### config.mk
export PLATFORM = sky130hd
export DESIGN_NAME = led_chain_streamer
export DESIGN_NICKNAME = d
export VERILOG_FILES = /design/src/rtl/led_chain_streamer.sv
export SDC_FILE = /design/constraint.sdc
export NUM_CORES = 1
export LEC_CHECK = 0
export ABC_AREA = 1
export CORE_MARGIN = 5
export CORE_UTILIZATION = 37
export DETAILED_ROUTE_END_ITERATION = 7
export MAX_ROUTING_LAYER = met4
export PLACE_DENSITY_LB_ADDON = 0.15
export SKIP_CTS_REPAIR_TIMING = 1
export SLEW_MARGIN = 20
export SYNTH_ARGS = -nofsm -noshare
export SYNTH_HDL_FRONTEND = slang
export SYNTH_SLANG_ARGS = --single-unit
### constraint.sdc
create_clock -name clk -period 10.25 [get_ports clk]
set_clock_uncertainty 0.15 [all_clocks]
set_input_delay 2.05 -clock clk [delete_from_list [all_inputs] [get_ports clk]]
set_output_delay 2.05 -clock clk [all_outputs]
set_load 0.01 [all_outputs]
### src/rtl/led_chain_streamer.sv
// led_chain_streamer
//   Snapshots N_LEDS colour frames of W bits from a flat bus on a start
//   request and serialises them onto a single-wire NRZ pulse-width line
//   (WS2812-class). Each bit is a high phase followed by a low phase whose
//   lengths depend on the bit value. The last bit is followed by a low
//   latch gap of T_RST cycles.
//
// Ports
//   clk      : system clock
//   rst_n    : asynchronous active-low reset
//   frames   : frame for LED i at bits [i*W+W-1 : i*W]
//   start    : refresh request, sampled only when idle
//   dout     : serial line to the LED chain (registered)
//   busy     : high while bits or the latch gap are being sent
//   done     : one-cycle pulse when the refresh completes
//   led_idx  : index of the LED whose frame is on the line
module led_chain_streamer #(
  parameter int N_LEDS    = 8,
  parameter int W         = 24,
  parameter int MSB_FIRST = 1,
  parameter int T0H       = 20,
  parameter int T0L       = 43,
  parameter int T1H       = 40,
  parameter int T1L       = 23,
  parameter int T_RST     = 2500,
  localparam int LW       = (N_LEDS > 1) ? $clog2(N_LEDS) : 1
) (
  input  logic                clk,
  input  logic                rst_n,
  input  logic [N_LEDS*W-1:0] frames,
  input  logic                start,
  output logic                dout,
  output logic                busy,
  output logic                done,
  output logic [LW-1:0]       led_idx
);

  function automatic int imax(input int a, input int b);
    return (a > b) ? a : b;
  endfunction

  localparam int NW   = N_LEDS * W;
  localparam int TMAX = imax(imax(imax(T0H, T0L), imax(T1H, T1L)), T_RST);
  localparam int TW   = (TMAX > 1) ? $clog2(TMAX) : 1;
  localparam int BW   = (W > 1) ? $clog2(W) : 1;

  localparam logic [1:0] S_IDLE  = 2'd0;
  localparam logic [1:0] S_HIGH  = 2'd1;
  localparam logic [1:0] S_LOW   = 2'd2;
  localparam logic [1:0] S_LATCH = 2'd3;

  logic [1:0]    state;
  logic [NW-1:0] snap;
  logic [BW-1:0] bit_cnt;   // bits already completed within the current frame
  logic [TW-1:0] timer;     // remaining cycles of the current phase, minus one
  logic          first_bit;
  logic          cur_bit;
  logic          next_bit;
  logic          last_bit;
  logic          last_led;

  // Bit_cnt counts transmission order; the physical bit position inside the
  // frame is mirrored for MSB-first operation.
  function automatic logic frame_bit(input logic [NW-1:0] s,
                                     input logic [LW-1:0] led,
                                     input logic [BW-1:0] cnt);
    int            pos;
    logic [NW-1:0] sh;
    pos = int'(led) * W + ((MSB_FIRST != 0) ? (W - 1 - int'(cnt)) : int'(cnt));
    sh  = s >> pos;
    return sh[0];
  endfunction

  function automatic logic [TW-1:0] high_time(input logic b);
    return b ? TW'(T1H - 1) : TW'(T0H - 1);
  endfunction

  function automatic logic [TW-1:0] low_time(input logic b);
    return b ? TW'(T1L - 1) : TW'(T0L - 1);
  endfunction

  assign first_bit = frame_bit(frames, '0, '0);
  assign cur_bit   = frame_bit(snap, led_idx, bit_cnt);
  assign last_bit  = (bit_cnt == BW'(W - 1));
  assign last_led  = (led_idx == LW'(N_LEDS - 1));

  // Value of the bit that follows the current one, so its high time can be
  // loaded on the same edge that ends the current low phase (no gaps).
  always_comb begin
    next_bit = 1'b0;
    if (last_bit) begin
      next_bit = frame_bit(snap, led_idx + 1'b1, '0);
    end else begin
      next_bit = frame_bit(snap, led_idx, bit_cnt + 1'b1);
    end
  end

  always_ff @(posedge clk or negedge rst_n) begin
    if (!rst_n) begin
      state   <= S_IDLE;
      snap    <= '0;
      bit_cnt <= '0;
      timer   <= '0;
      dout    <= 1'b0;
      busy    <= 1'b0;
      done    <= 1'b0;
      led_idx <= '0;
    end else begin
      done <= 1'b0;
      case (state)
        S_IDLE: begin
          if (start) begin
            snap    <= frames;
            led_idx <= '0;
            bit_cnt <= '0;
            timer   <= high_time(first_bit);
            state   <= S_HIGH;
            dout    <= 1'b1;
            busy    <= 1'b1;
          end
        end
        S_HIGH: begin
          if (timer == '0) begin
            state <= S_LOW;
            dout  <= 1'b0;
            timer <= low_time(cur_bit);
          end else begin
            timer <= timer - 1'b1;
          end
        end
        S_LOW: begin
          if (timer == '0) begin
            if (!last_bit) begin
              bit_cnt <= bit_cnt + 1'b1;
              state   <= S_HIGH;
              dout    <= 1'b1;
              timer   <= high_time(next_bit);
            end else if (!last_led) begin
              led_idx <= led_idx + 1'b1;
              bit_cnt <= '0;
              state   <= S_HIGH;
              dout    <= 1'b1;
              timer   <= high_time(next_bit);
            end else begin
              state <= S_LATCH;
              timer <= TW'(T_RST - 1);
            end
          end else begin
            timer <= timer - 1'b1;
          end
        end
        S_LATCH: begin
          if (timer == '0) begin
            state   <= S_IDLE;
            busy    <= 1'b0;
            done    <= 1'b1;
            led_idx <= '0;
          end else begin
            timer <= timer - 1'b1;
          end
        end
        default: begin
          state <= S_IDLE;
          dout  <= 1'b0;
          busy  <= 1'b0;
        end
      endcase
    end
  end

endmodule

* Word level (Yosys, flattened, before mapping)
Index checks and enable logic that the tools add are counted.
** Word-level totals
- Register bits :: 217
- Latch bits :: 0
- RAM bits :: 0
- ROM bits :: 0
- Output and inout port bits :: 6
- Word-level logic and storage cells :: 85
- Memories :: 0
** Cells by class
- Add/subtract/negate cells :: 8
- $mul :: 2
- Div/mod/pow operators :: 0
- $lt $le $gt $ge :: 0
- Equality and inequality tests :: 13
- Shift-type cells :: 3
- Mux-type cells :: 38
- Bitwise gates (word level) :: 0
- Reductions and logical operators :: 13
** Operators by type and width (number)
- right shift 192 x 32 -> 1 bit :: 2
- right shift 192 x 9 -> 1 bit :: 1
- two-way mux 12 bit :: 6
- case mux 12 bit (4 select lines) :: 1
- adder 9 x 6 -> 10 bit :: 2
- two-way mux 5 bit :: 4
- two-way mux 6 bit :: 3
- two-way mux 3 bit :: 5
- inequality test 2 bit (second input constant) :: 7
- logical NOT 12 bit :: 1
- two-way mux 2 bit :: 6
- subtractor 12 x 1 -> 12 bit (second input constant) :: 1
- subtractor 5 x 5 -> 6 bit (first input constant) :: 2
- multiplier 3 x 2 -> 5 bit (second input constant) :: 2
- case mux 5 bit (2 select lines) :: 1
- adder 8 x 5 -> 9 bit (second input constant) :: 1
- case mux 3 bit (3 select lines) :: 1
- two-way mux 1 bit :: 8
- case mux 2 bit (4 select lines) :: 1
- AND reduction 4 bit :: 2
- AND reduction 6 bit :: 1
- nonzero test 3 bit :: 2
- adder 5 x 1 -> 5 bit (second input constant) :: 1
- equality test 5 bit (second input constant) :: 1
- other kinds (12) :: 15

* Longest topological paths before layout
- Depth in word-level cells :: 10
- Gate-level depth with buffers :: 23

* Least setup slack after synthesis
OpenSTA, ideal clock, no wires.
- Path kind :: input-to-reg
- From :: input start
- To :: register snap[11]
- Setup time :: 125 ps
- Arrival :: 3136 ps
- Setup slack :: 6840 ps
- Stages on the path :: 4
- Path buffers :: 2
- Cells stage by stage :: nand2_1 clkbuf_1 clkbuf_1 mux2_2
** On the way
- Cells in the longest elaborated chain, start to end :: 1
** RTL lines
- from (decl) :: RTL line 31 : input logic start,
- AND reduction 2 bit (no source line)
- to (signal assigned) :: RTL line 113 : snap <= frames;
- to (decl) :: RTL line 53 : logic [NW-1:0] snap;
Every way passes these cells.
A chain may end at the register's enable or synchronous reset.

* Worst setup path after layout
- From :: register bit_cnt[1]
- To :: register timer[5]
** On the way
- Cells in the longest elaborated chain, start to end :: 10
- Elaborated cells between the ends (all ways) :: 16
- Those cells by class :: add/sub (5); eq/ne (1); shift (2); mux (8)
** RTL lines
- from (decl) :: RTL line 54 : logic [BW-1:0] bit_cnt;
- from (signal assigned) :: RTL line 134 : bit_cnt <= bit_cnt + 1'b1;
- adder 5 x 1 -> 5 bit :: RTL line 94 : next_bit = frame_bit(snap, led_idx, bit_cnt + 1'b1);
- subtractor 5 x 5 -> 6 bit :: RTL line 69 : pos = int'(led) * W + ((MSB_FIRST != 0) ? (W - 1 - int'(cnt)) : int'(cnt));
- adder 9 x 6 -> 10 bit :: RTL line 69
- right shift 192 x 32 -> 1 bit :: RTL line 70 : sh = s >> pos;
- two-way mux 1 bit :: RTL line 91 : if (last_bit) begin
- two-way mux 6 bit :: RTL line 75 : return b ? TW'(T1H - 1) : TW'(T0H - 1);
- two-way mux 12 bit :: RTL line 138 : end else if (!last_led) begin
- two-way mux 12 bit :: RTL line 133 : if (!last_bit) begin
- two-way mux 12 bit :: RTL line 132 : if (timer == '0) begin
- case mux 12 bit (4 select lines) (*) :: RTL line 110 : case (state)
- to (signal assigned) :: RTL line 116 : timer <= high_time(first_bit);
- to (signal assigned) :: RTL line 137 : timer <= high_time(next_bit);
- to (signal assigned) :: RTL line 143 : timer <= high_time(next_bit);
- to (decl) :: RTL line 55 : logic [TW-1:0] timer;
Mark *: on every way between the ends. The rest lies on a longest branch, timed or not.

==> results.sh <==
export IMPL_outcome="completed"
export IMPL_fillers=3453
export IMPL_worstMarginPinSlew_ns=0.944
export IMPL_hold_path_class="reg -> reg"
export IMPL_track_usage_pct=21.5
export IMPL_antenna_found_initial=0
export IMPL_power_frac_seq_pct=44.7
export IMPL_cts_root_buffer="clkbuf_16"
export IMPL_routed_via_count=11993
export IMPL_period_needed_ns=5.05
export IMPL_ys_ff_latch=217
export IMPL_p_clk_share_pct=50.0
export IMPL_required_ns=10.53
export IMPL_crit_fanout=63
export IMPL_antenna_cells=0
export IMPL_maxSlewViolCount=0
export IMPL_routedWlPerCell_um=18.2
export IMPL_cts_sinks=217
export IMPL_power_uw=1910
export IMPL_insertion_delay_ns=0.55
export IMPL_crit_top_cell="nand2_1"
export IMPL_rows=68
export IMPL_hold_depth=2
export IMPL_arrival_ns=5.33
export IMPL_dieArea_um2=39000
export IMPL_die_w_um=197
export IMPL_post_place_ws_ns=5.16
export IMPL_syn_area_um2=13000
export IMPL_synth_top_cell_area_share_pct=41.8
export IMPL_cts_tree="yes"
export IMPL_fin_hold_ws_ns=0.348
export IMPL_cp_num_cells=18
export IMPL_drv_cap=0
export IMPL_yosys_area_top_type="dfrtp_1"
export IMPL_worstSetupEndpointType="flop"
export IMPL_combPwrFrac_pct=5.3
export IMPL_async_flop_share_pct=100
export IMPL_hpwl_um=27900
export IMPL_hold_violations=0
export IMPL_nets=2025
export IMPL_register_area_um2=5440
export IMPL_cts_buffers=27
export IMPL_synth_edf_count=0
export IMPL_synth_common_cells="nand2_1 (318), nand3_1 (241), dfrtp_1 (217)"
export IMPL_period_share_pct=49.3
export IMPL_yosysWarnings=0
export IMPL_die_h_um=197
export IMPL_start_util_pct=37.5
export IMPL_synth_area_leaders="dfrtp_1 (42%), nand3_1 (9.3%), nand2_1 (9.2%)"
export IMPL_ys_seq_area_share_pct=41.8
export IMPL_switchingPower_uw=422
export IMPL_slowest_delay_ns=0.71
export IMPL_multi_input_area_um2=6400
export IMPL_dr_first_iter_drc_count=802
export IMPL_grt_pass1_wl_um=65400
export IMPL_dr_pass1_iters=8
export IMPL_drtAntennaViolNets=0
export IMPL_yosys_most_used_dff="dfrtp_1"
export IMPL_wl_um=41600
export IMPL_final_layout_size_suffix_gt1_share_pct=9.08
export IMPL_rsz0062_at_grt="false"
export IMPL_r2r_cells=18
export IMPL_fmax_ghz=0.198
export IMPL_syn_to_final_growth_pct=23.3
export IMPL_peakVddDrop_v=0.000106
export IMPL_drc=0
export IMPL_fin_setup_tns_ns=0
export IMPL_io_buffer_count=200
export IMPL_crit_chain="buf_4 -> inv_2 -> nor3_2 -> xor2_1 -> ha_1 -> clkinv_1 -> nand3_1 -> nand3_1 -> nand3_1 -> nand2_1 -> nand2_1 -> nand2_1 -> nand2_1 -> nand2_2 -> a21oi_1 -> nand2_1 -> nand2_1 -> a21oi_1"
export IMPL_grt_max_degree=162
export IMPL_p_sw_share_pct=22.0
export IMPL_post_drt_via_cell_ratio=5.25
export IMPL_cpMaxStageDelayCell="ha_1"
export IMPL_core_area_um2=34600
export IMPL_setup_viol=0
export IMPL_path_clk_slew_ns=0.06
export IMPL_leakage_uw=0.00753
export IMPL_fin_ws_ns=5.20
export IMPL_avgSynthCellArea_um2=7.77
export IMPL_syn_nets=1890
export IMPL_intPower_uw=1490
export IMPL_syn_inst=1674
export IMPL_path_buf_inv=3
export IMPL_clk_path_buf_depth=3
export IMPL_yosysMostFrequentCell="nand2_1"
export IMPL_h_tree_depth=1
export IMPL_ios=201
export IMPL_critical_path_class="reg -> reg"
export IMPL_maxSlewHeadroom_pct=37.0
export IMPL_grt_overflow_total=0
export IMPL_powerDensity_nw_per_um2=119
export IMPL_stdcell_area_um2=16000
export IMPL_grt_pass1_vias=11846
export IMPL_routabilityCongestion=0.887
export IMPL_dpl_cell_area_um2=15100
export IMPL_crit_family="buffers and inverters"
export IMPL_ys_types=43
export IMPL_cp_start_kind="flop"
[metal layers]
layer | vias up | global-route usage [%] | wire length, um
met3 | 66 | 3.34 | 2420
met1 | 5712 | 29.4 | 19000
met4 | 0 | 4.83 | 928
li1 | 5836 | - | -
met5 | - | - | 0
met2 | 379 | 33.8 | 19200
[final cells by class]
cell class	count	area share (%)
Multi-Input combinational cell	1186	39.9
Sequential cell	217	33.9
Timing Repair Buffer	214	13.3
Clock buffer	37	4.76
Inverter	163	3.83
Tap cell	455	3.55
Clock inverter	12	0.780
[registers in the layout, summed over array words and instances (netlist names)]
name     count
timer       12
done         1
snap       192
busy         1
bit_cnt      5
led_idx      3
state        2
dout         1
[per-stage QoR]
| step | utilization [%] | std cells |
|---|---|---|
| floorplan | - | 1674 |
| finish | 46.3 | 2284 |
| detailed placement | 43.7 | 2235 |
| global route | 46.3 | 2284 |
| global placement | 43.7 | 2235 |
| CTS | 46.3 | 2284 |
[cells in the final DEF (no fill, tap or decap), types with 2 or more instances in the layout]
| master | Yosys | layout |
|---|---|---|
| xnor2_1 | 4 | 4 |
| clkdlybuf4s50_1 | 0 | 199 |
| o21ai_1 | 27 | 27 |
| clkbuf_16 | 0 | 27 |
| ha_1 | 18 | 18 |
| clkinvlp_4 | 0 | 2 |
| fa_1 | 3 | 3 |
| bufinv_16 | 0 | 2 |
| o31ai_1 | 3 | 3 |
| nor3_2 | 2 | 2 |
| inv_1 | 154 | 154 |
| o22ai_1 | 2 | 2 |
| clkbuf_8 | 0 | 5 |
| clkinv_2 | 0 | 6 |
| nor2_1 | 153 | 153 |
| mux2_2 | 83 | 83 |
| o21ai_0 | 49 | 49 |
| a21oi_1 | 174 | 174 |
| nand2_1 | 318 | 317 |
| o211ai_1 | 69 | 69 |
| or2_2 | 5 | 5 |
| nor3_1 | 2 | 2 |
| dfrtp_1 | 217 | 215 |
| clkinv_1 | 3 | 2 |
| buf_4 | 10 | 13 |
| nand3_1 | 241 | 241 |
| clkbuf_1 | 46 | 5 |
| xor2_1 | 14 | 14 |
| and2_1 | 2 | 2 |
| a31oi_1 | 2 | 2 |
| inv_2 | 5 | 6 |
| nor2_2 | 2 | 2 |
| nand2_4 | 1 | 2 |
[cell families (layout without fill, tap and decap cells)]
family,count (synthesis),after routing,share of synthesized area [%]
DFF,217,217,41.8
buffers and inverters,271,426,9.05
and+or+nand+nor,731,731,24.0
xor gates and xnor gates,19,19,1.42
adders and majority gates,21,21,2.19
AOI/OAI and AO/OA,332,332,14.3
muxes,83,83,7.19
[power by group through the flow]
stage               clock, uW  sequential, uW  combinational [uW]
floorplan                   0             873               0.591
global placement            0             872                 104
detailed placement          0             872                 103
CTS                       980             857                 104
global route             1010             856                 108
finish                    958             857                 101
[final timing paths]
path | to | slack, ns | start
hold reg to reg | busy$_DFFE_PN0P_ | 0.35 | busy$_DFFE_PN0P_
setup reg to reg | timer[5]$_DFFE_PN0P_ | 5.20 | bit_cnt[1]$_DFFE_PN0P_
setup / recovery | timer[5]$_DFFE_PN0P_ | 5.20 | bit_cnt[1]$_DFFE_PN0P_
hold / removal | busy$_DFFE_PN0P_ | 0.35 | busy$_DFFE_PN0P_
min in group asynchronous | snap[22]$_DFFE_PN0P_ | 1.37 | rst_n
max in group asynchronous | bit_cnt[0]$_DFFE_PN0P_ | 7.11 | rst_n
[tightest hold or removal path, cell delays in order (launching register included)]
cell	delay, ns
dfrtp_1	0.35
nand2_1	0.06
nand2_1	0.05
Note: power is estimated with default switching activity, not from simulation.
